<file path="config.mk">
export PLATFORM = sky130hd
export DESIGN_NAME = ps2_scancode_rx
export DESIGN_NICKNAME = d
export VERILOG_FILES = /design/src/rtl/ps2_scancode_rx.sv
export SDC_FILE = /design/constraint.sdc
export NUM_CORES = 1
export LEC_CHECK = 0
export ABC_AREA = 1
export BUFFER_PORTS_ARGS = -buffer_cell sky130_fd_sc_hd__buf_2
export CORE_UTILIZATION = 53
export CTS_CLUSTER_SIZE = 8
export DETAILED_ROUTE_END_ITERATION = 10
export PLACE_DENSITY_LB_ADDON = 0.05
export SLEW_MARGIN = 0
export SYNTH_ARGS = -nofsm -noshare
export SYNTH_HDL_FRONTEND = slang
export SYNTH_SLANG_ARGS = --single-unit
</file>
<file path="constraint.sdc">
create_clock -name clock -period 1.7 [get_ports clock]
set_clock_uncertainty 0.2 [all_clocks]
set_input_delay 0.255 -clock clock [delete_from_list [all_inputs] [get_ports clock]]
set_output_delay 0.255 -clock clock [all_outputs]
set_load 0.01 [all_outputs]
</file>
<file path="src/rtl/ps2_scancode_rx.sv">
// rtl/ps2_scancode_rx.sv - PS/2 device-to-host scancode receiver with glitch filter and frame timeout
module ps2_scancode_rx #(
   parameter int FILTER_LEN     = 4,
   parameter int TIMEOUT_CYCLES = 50000
) (
   input  logic       clock,
   input  logic       reset,
   input  logic       ps2_clock,
   input  logic       ps2_data,
   output logic [7:0] scancode,
   output logic       valid,
   output logic       frame_err
);

   localparam int FW = $clog2(FILTER_LEN + 1);
   localparam int TW = $clog2(TIMEOUT_CYCLES + 1);

   localparam logic [1:0] IDLE   = 2'd0;
   localparam logic [1:0] DATA   = 2'd1;
   localparam logic [1:0] PARITY = 2'd2;
   localparam logic [1:0] STOP   = 2'd3;

   logic [1:0]    clk_sync;
   logic [1:0]    dat_sync;
   logic [FW-1:0] filt_cnt;
   logic          clk_filt;
   logic          clk_filt_d;
   logic          fall;
   logic          dat;
   logic [1:0]    state;
   logic [3:0]    bit_cnt;
   logic [7:0]    shift;
   logic          par;
   logic [TW-1:0] tmo_cnt;
   logic          tmo_hit;

   assign dat     = dat_sync[1];
   assign fall    = clk_filt_d & ~clk_filt;
   assign tmo_hit = (state != IDLE) && !fall && (tmo_cnt == TW'(TIMEOUT_CYCLES));

   // Sync and filter preset high so an idle bus never looks like a falling edge after reset.
   always_ff @(posedge clock or posedge reset) begin
      if (reset) begin
         clk_sync   <= 2'b11;
         dat_sync   <= 2'b11;
         filt_cnt   <= '0;
         clk_filt   <= 1'b1;
         clk_filt_d <= 1'b1;
      end else begin
         clk_sync   <= {clk_sync[0], ps2_clock};
         dat_sync   <= {dat_sync[0], ps2_data};
         clk_filt_d <= clk_filt;
         if (clk_sync[1] != clk_filt) begin
            if (filt_cnt == FW'(FILTER_LEN - 1)) begin
               clk_filt <= clk_sync[1];
               filt_cnt <= '0;
            end else begin
               filt_cnt <= filt_cnt + 1'b1;
            end
         end else begin
            filt_cnt <= '0;
         end
      end
   end

   always_ff @(posedge clock or posedge reset) begin
      if (reset) begin
         tmo_cnt <= '0;
      end else if (state == IDLE || fall || tmo_hit) begin
         tmo_cnt <= '0;
      end else begin
         tmo_cnt <= tmo_cnt + 1'b1;
      end
   end

   always_ff @(posedge clock or posedge reset) begin
      if (reset) begin
         state     <= IDLE;
         bit_cnt   <= 4'd0;
         shift     <= 8'h00;
         par       <= 1'b0;
         scancode  <= 8'h00;
         valid     <= 1'b0;
         frame_err <= 1'b0;
      end else begin
         valid     <= 1'b0;
         frame_err <= 1'b0;
         if (tmo_hit) begin
            state     <= IDLE;
            bit_cnt   <= 4'd0;
            shift     <= 8'h00;
            frame_err <= 1'b1;
         end else if (fall) begin
            case (state)
               IDLE: begin
                  if (!dat) begin
                     state   <= DATA;
                     bit_cnt <= 4'd0;
                     shift   <= 8'h00;
                  end
               end
               DATA: begin
                  shift   <= {dat, shift[7:1]};
                  bit_cnt <= bit_cnt + 4'd1;
                  if (bit_cnt == 4'd7) begin
                     state <= PARITY;
                  end
               end
               PARITY: begin
                  par   <= dat;
                  state <= STOP;
               end
               default: begin
                  // Odd parity over data plus parity bit, and a high stop bit.
                  if ((^{shift, par}) && dat) begin
                     scancode <= shift;
                     valid    <= 1'b1;
                  end else begin
                     frame_err <= 1'b1;
                  end
                  bit_cnt <= 4'd0;
                  state   <= IDLE;
               end
            endcase
         end
      end
   end

endmodule

</file>
==> summary.md <==
| Metric | Value |
|---|---|
| Measured slew at the worst slew-check pin | 0.456 ns |
| WHS Path Cells | 0 |
| Worst flop-to-flop path endpoint | tmo_cnt[14] |
| Vias | 2223 |
| CTS Root Buffer Type | clkbuf_8 |
| Met1 global-route usage | 31.1% |
| Hold Path Origin | dat_sync[0] |
| WP buf/inv | 0 |
| Seq/Total Area, Yosys | between 40% and 50% |
| Clk sink count | 50 |
| Max IR drop VDD | 0.866 mV |
| Post-Synth Adder-Cell Area | around 3.9% |
| Slowest CP cell | dfrtp_1 |
| Antenna-violating nets left | 0 |
| DRT iter0 DRCs | approximately 120 |
| Placed cells | 411 |
| Number of diodes | 0 |
| Grt met2 use | 37.8% |
| Height of the die | approximately 72 µm |
| Syn Inst Count | 309 |
| Power Total | 4.16 mW |
| Final hold viol count | 0 |
| Hpwl dp | 3660 µm |
| WP data required | around 1.7 ns |
| Worst skew pair latency | 0.31 ns |
| CP top delay family | simple AND/OR/NAND/NOR gates |
| Initial core utilization | around 57% |
| Largest net degree at the start of global routing | 22 |
| R2R Setup Slk | -0.13 ns |
| Worst Hold End | dat_sync[1] |
| FF/Latch Area | approximately 0.0013 mm² |
| Hold WC Path Type | reg -> reg |
| Final Max Tran Viols | 0 |
| Final setup TNS | -1.35 ns |
| Critical-path cell list | ha_4 > nand3_4 > nor2_4 > nand2_2 > nor2_4 > nand2_4 > nor2_4 > nand2_1 > nand3_2 > a21oi_2 |
| Post-synthesis mux area share | less than 1% |
| Yosys reg bits | 50 |
| Routed WL | 5540 µm |
| Core area | 0.00450 mm² |
| Routability cong. | 0.842 |
| Port Buffers | 13 |
| Drt pass-1 iters | 4 |
| CTS H-Tree Depth | 2 |
| Final Non-Filler Cells | between 400 and 500 |
| Post-Syn Area per Cell | 8.31 µm² |
| Area share of xor/xnor cells in the synthesized design | 3.07% |
| Leak | 1.68 nW |
| Syn_nets | 321 |
| Fill cells | just over 300 |
| Die ar. | between 0.005 and 0.006 mm² |
| Crit share post-route | 108% |
| Die width | 71.6 µm |
| CP startpoint kind | flop |
| Layout cells sized above 1 | 40.5% |
| Largest family of logic cells by synthesized area | simple AND/OR/NAND/NOR gates |
| Power Density | 1190 mW/mm² |
| CTS tree | built |
| Number of vias per cell | 5.15 |
| Status | complete, but fails checks |
| Final Hold Slack | between 0.15 and 0.2 ns |
| IO Count | 14 |
| Depth of the most critical reg-to-reg path | 10 |
| Crit. End Element | flop |
| Reg2reg start | tmo_cnt[1] |
| Vias in the first global route | between 2000 and 2500 |
| WL/cell | 12.8 µm |
| Layout area overhead | 36.8% |
| GRT met3 Usage | 3.80% |
| Overflow left after global routing | 0 |
| Synth warn | 0 |
| Kind of critical path | reg -> reg |
| Violated checks | setup timing |
| FP Rows | 24 |
| Mapped Area | around 0.0026 mm² |
| Final #Nets | 391 |
| DRC viols | 0 |
| First-pass GRT wire length | 9180 µm |
| Clock tree buffer depth | 2 |
| Compound-gate portion of the synthesized area | 4.92% |
| GR Util All Layers | 22.8% |
| Post-synthesis cell type count | 32 |
| Unrepaired setup endpoints after global routing | yes |
| Num CTS Buffers | 5 |
| Arrival @ worst endpoint | between 1.5 and 2 ns |
| Setup slack after layout | -0.128 ns |
| Clock transition at path regs | 0.10 ns |
| Most frequent cell on the critical path | nor2_4 |
| Synth Area in Simple Gates | about a third |
| Max incr delay on CP | 0.45 ns |
| Fin crit period | 1.83 ns |
| Initial antenna violation count | 0 |
| Multi-input gate area | approximately 0.0014 mm² |
| Layer with the highest usage | met2 |
| Final setup viols | 23 |
| Max Clock Freq | 547 MHz |
| Max_cap viols | 0 |
| Max-slew headroom | a little over two thirds |
| Critical path fanouts, max | 4 |
## cells in the mapped netlist (all sizes together)
cell | n | area [µm²]
a21oi | 6 | 30.0
buf | 3 | 21.3
clkbuf | 1 | 3.75
clkinv | 1 | 3.75
dfrtp | 44 | 1100
dfstp | 6 | 158
ha | 8 | 100
inv | 40 | 150
mux2 | 1 | 11.3
nand2 | 96 | 370
nand3 | 13 | 77.6
nand4 | 14 | 103
nor2 | 33 | 139
nor3 | 10 | 66.3
nor3b | 6 | 45.0
nor4 | 1 | 6.26
o21a | 2 | 15.0
o21ai | 14 | 81.3
or2 | 1 | 6.26
xnor2 | 6 | 52.6
xor2 | 3 | 26.3
## power by group
group	total, mW	switching [mW]	leakage, nW	internal (mW)
combinational	1.92	1.10	0.983	0.817
clock	0.712	0.418	0.0408	0.295
sequential	1.53	0.158	0.660	1.37
total	4.16	1.68	1.68	2.48
## worst register-to-register path: cells and delay by family (launching register included)
| family | cells | cell delay (ns) |
|---|---|---|
| compound gates | 1 | 0.03 |
| fa+ha+maj | 1 | 0.19 |
| flops | 1 | 0.45 |
| simple gates | 8 | 0.84 |
## layout by cell type, fill, tap and decap left out, types with 5 or more instances in the layout
| cell type | instances |
|---|---|
| nand2_1 | 72 |
| buf_4 | 43 |
| dfrtp_1 | 40 |
| inv_1 | 36 |
| nor2_1 | 22 |
| nand2_2 | 21 |
| nand4_1 | 13 |
| buf_2 | 13 |
| o21ai_1 | 9 |
| nor2_4 | 7 |
| nand3_2 | 6 |
| dfstp_2 | 6 |
| xnor2_1 | 5 |
| nor3_1 | 5 |
| ha_1 | 5 |
| clkbuf_8 | 5 |
## cell families (layout without fill, tap and decap cells)
family	count (synthesis)	in the layout
AND/OR/NAND/NOR	174	177
flip-flops	50	50
buffers and inverters	45	113
AO/OA/AOI/OAI	22	22
XOR/XNOR	9	9
adder cells (fa/ha/maj)	8	8
multiplexers	1	1
## flip-flops by register name, summed over array words and instances, names as in the netlist
| signal | count |
|---|---|
| dat_sync | 2 |
| state | 2 |
| filt_cnt | 3 |
| frame_err | 1 |
| par | 1 |
| shift | 8 |
| clk_sync | 2 |
| tmo_cnt | 16 |
| bit_cnt | 4 |
| clk_filt | 1 |
| clk_filt_d | 1 |
| valid | 1 |
| scancode | 8 |
## through the flow
step           utilization [%]  worst slack (ns)  area, µm²
2_1_floorplan                -           0.00994       2570
3_3_place_gp              66.8            -0.210       3010
3_5_place_dp              66.8            -0.208       3010
4_1_cts                   73.4           -0.0442       3310
5_1_grt                   78.0            -0.210       3510
6_report                  78.0            -0.128       3510
## layout make-up
type | count | area share, %
clock buffers | 5 | 1.96
clock inverters | 3 | 0.677
inverters | 41 | 4.60
multi-input cells | 217 | 40.9
flip-flops and latches | 50 | 36.0
well taps | 52 | 1.85
repair buffers | 64 | 14.0
## per-layer routing
| metal | vias up | routed length [µm] |
|---|---|---|
| met2 | 40 | 2800 |
| li1 | 1126 | - |
| met4 | 0 | 60 |
| met5 | - | 0 |
| met1 | 1050 | 2500 |
| met3 | 7 | 184 |
## timing repair
item / CTS / global route
setup buffers: 2 / 5
resized for setup: 38 / 43
endpoints found under the setup margin: 40 / 40
endpoints found under the hold margin: 14 / 0
cloned: 3 / 0
hold buffers: 3 / 0
pin swaps: 12 / 21
## how the worst max path moves through the flow
stage,startpoint,depth (start not counted),slack (ns),end
2_1_floorplan,state[0],9,0.01,shift[0]
3_3_place_gp,clk_filt_d,7,-0.21,scancode[7]
3_5_place_dp,clk_filt_d,7,-0.21,scancode[6]
4_1_cts,tmo_cnt[0],9,-0.04,tmo_cnt[14]
5_1_grt,tmo_cnt[0],9,-0.21,tmo_cnt[9]
6_report,tmo_cnt[1],10,-0.13,tmo_cnt[14]
No activity file was read; power rests on OpenSTA's default activity.
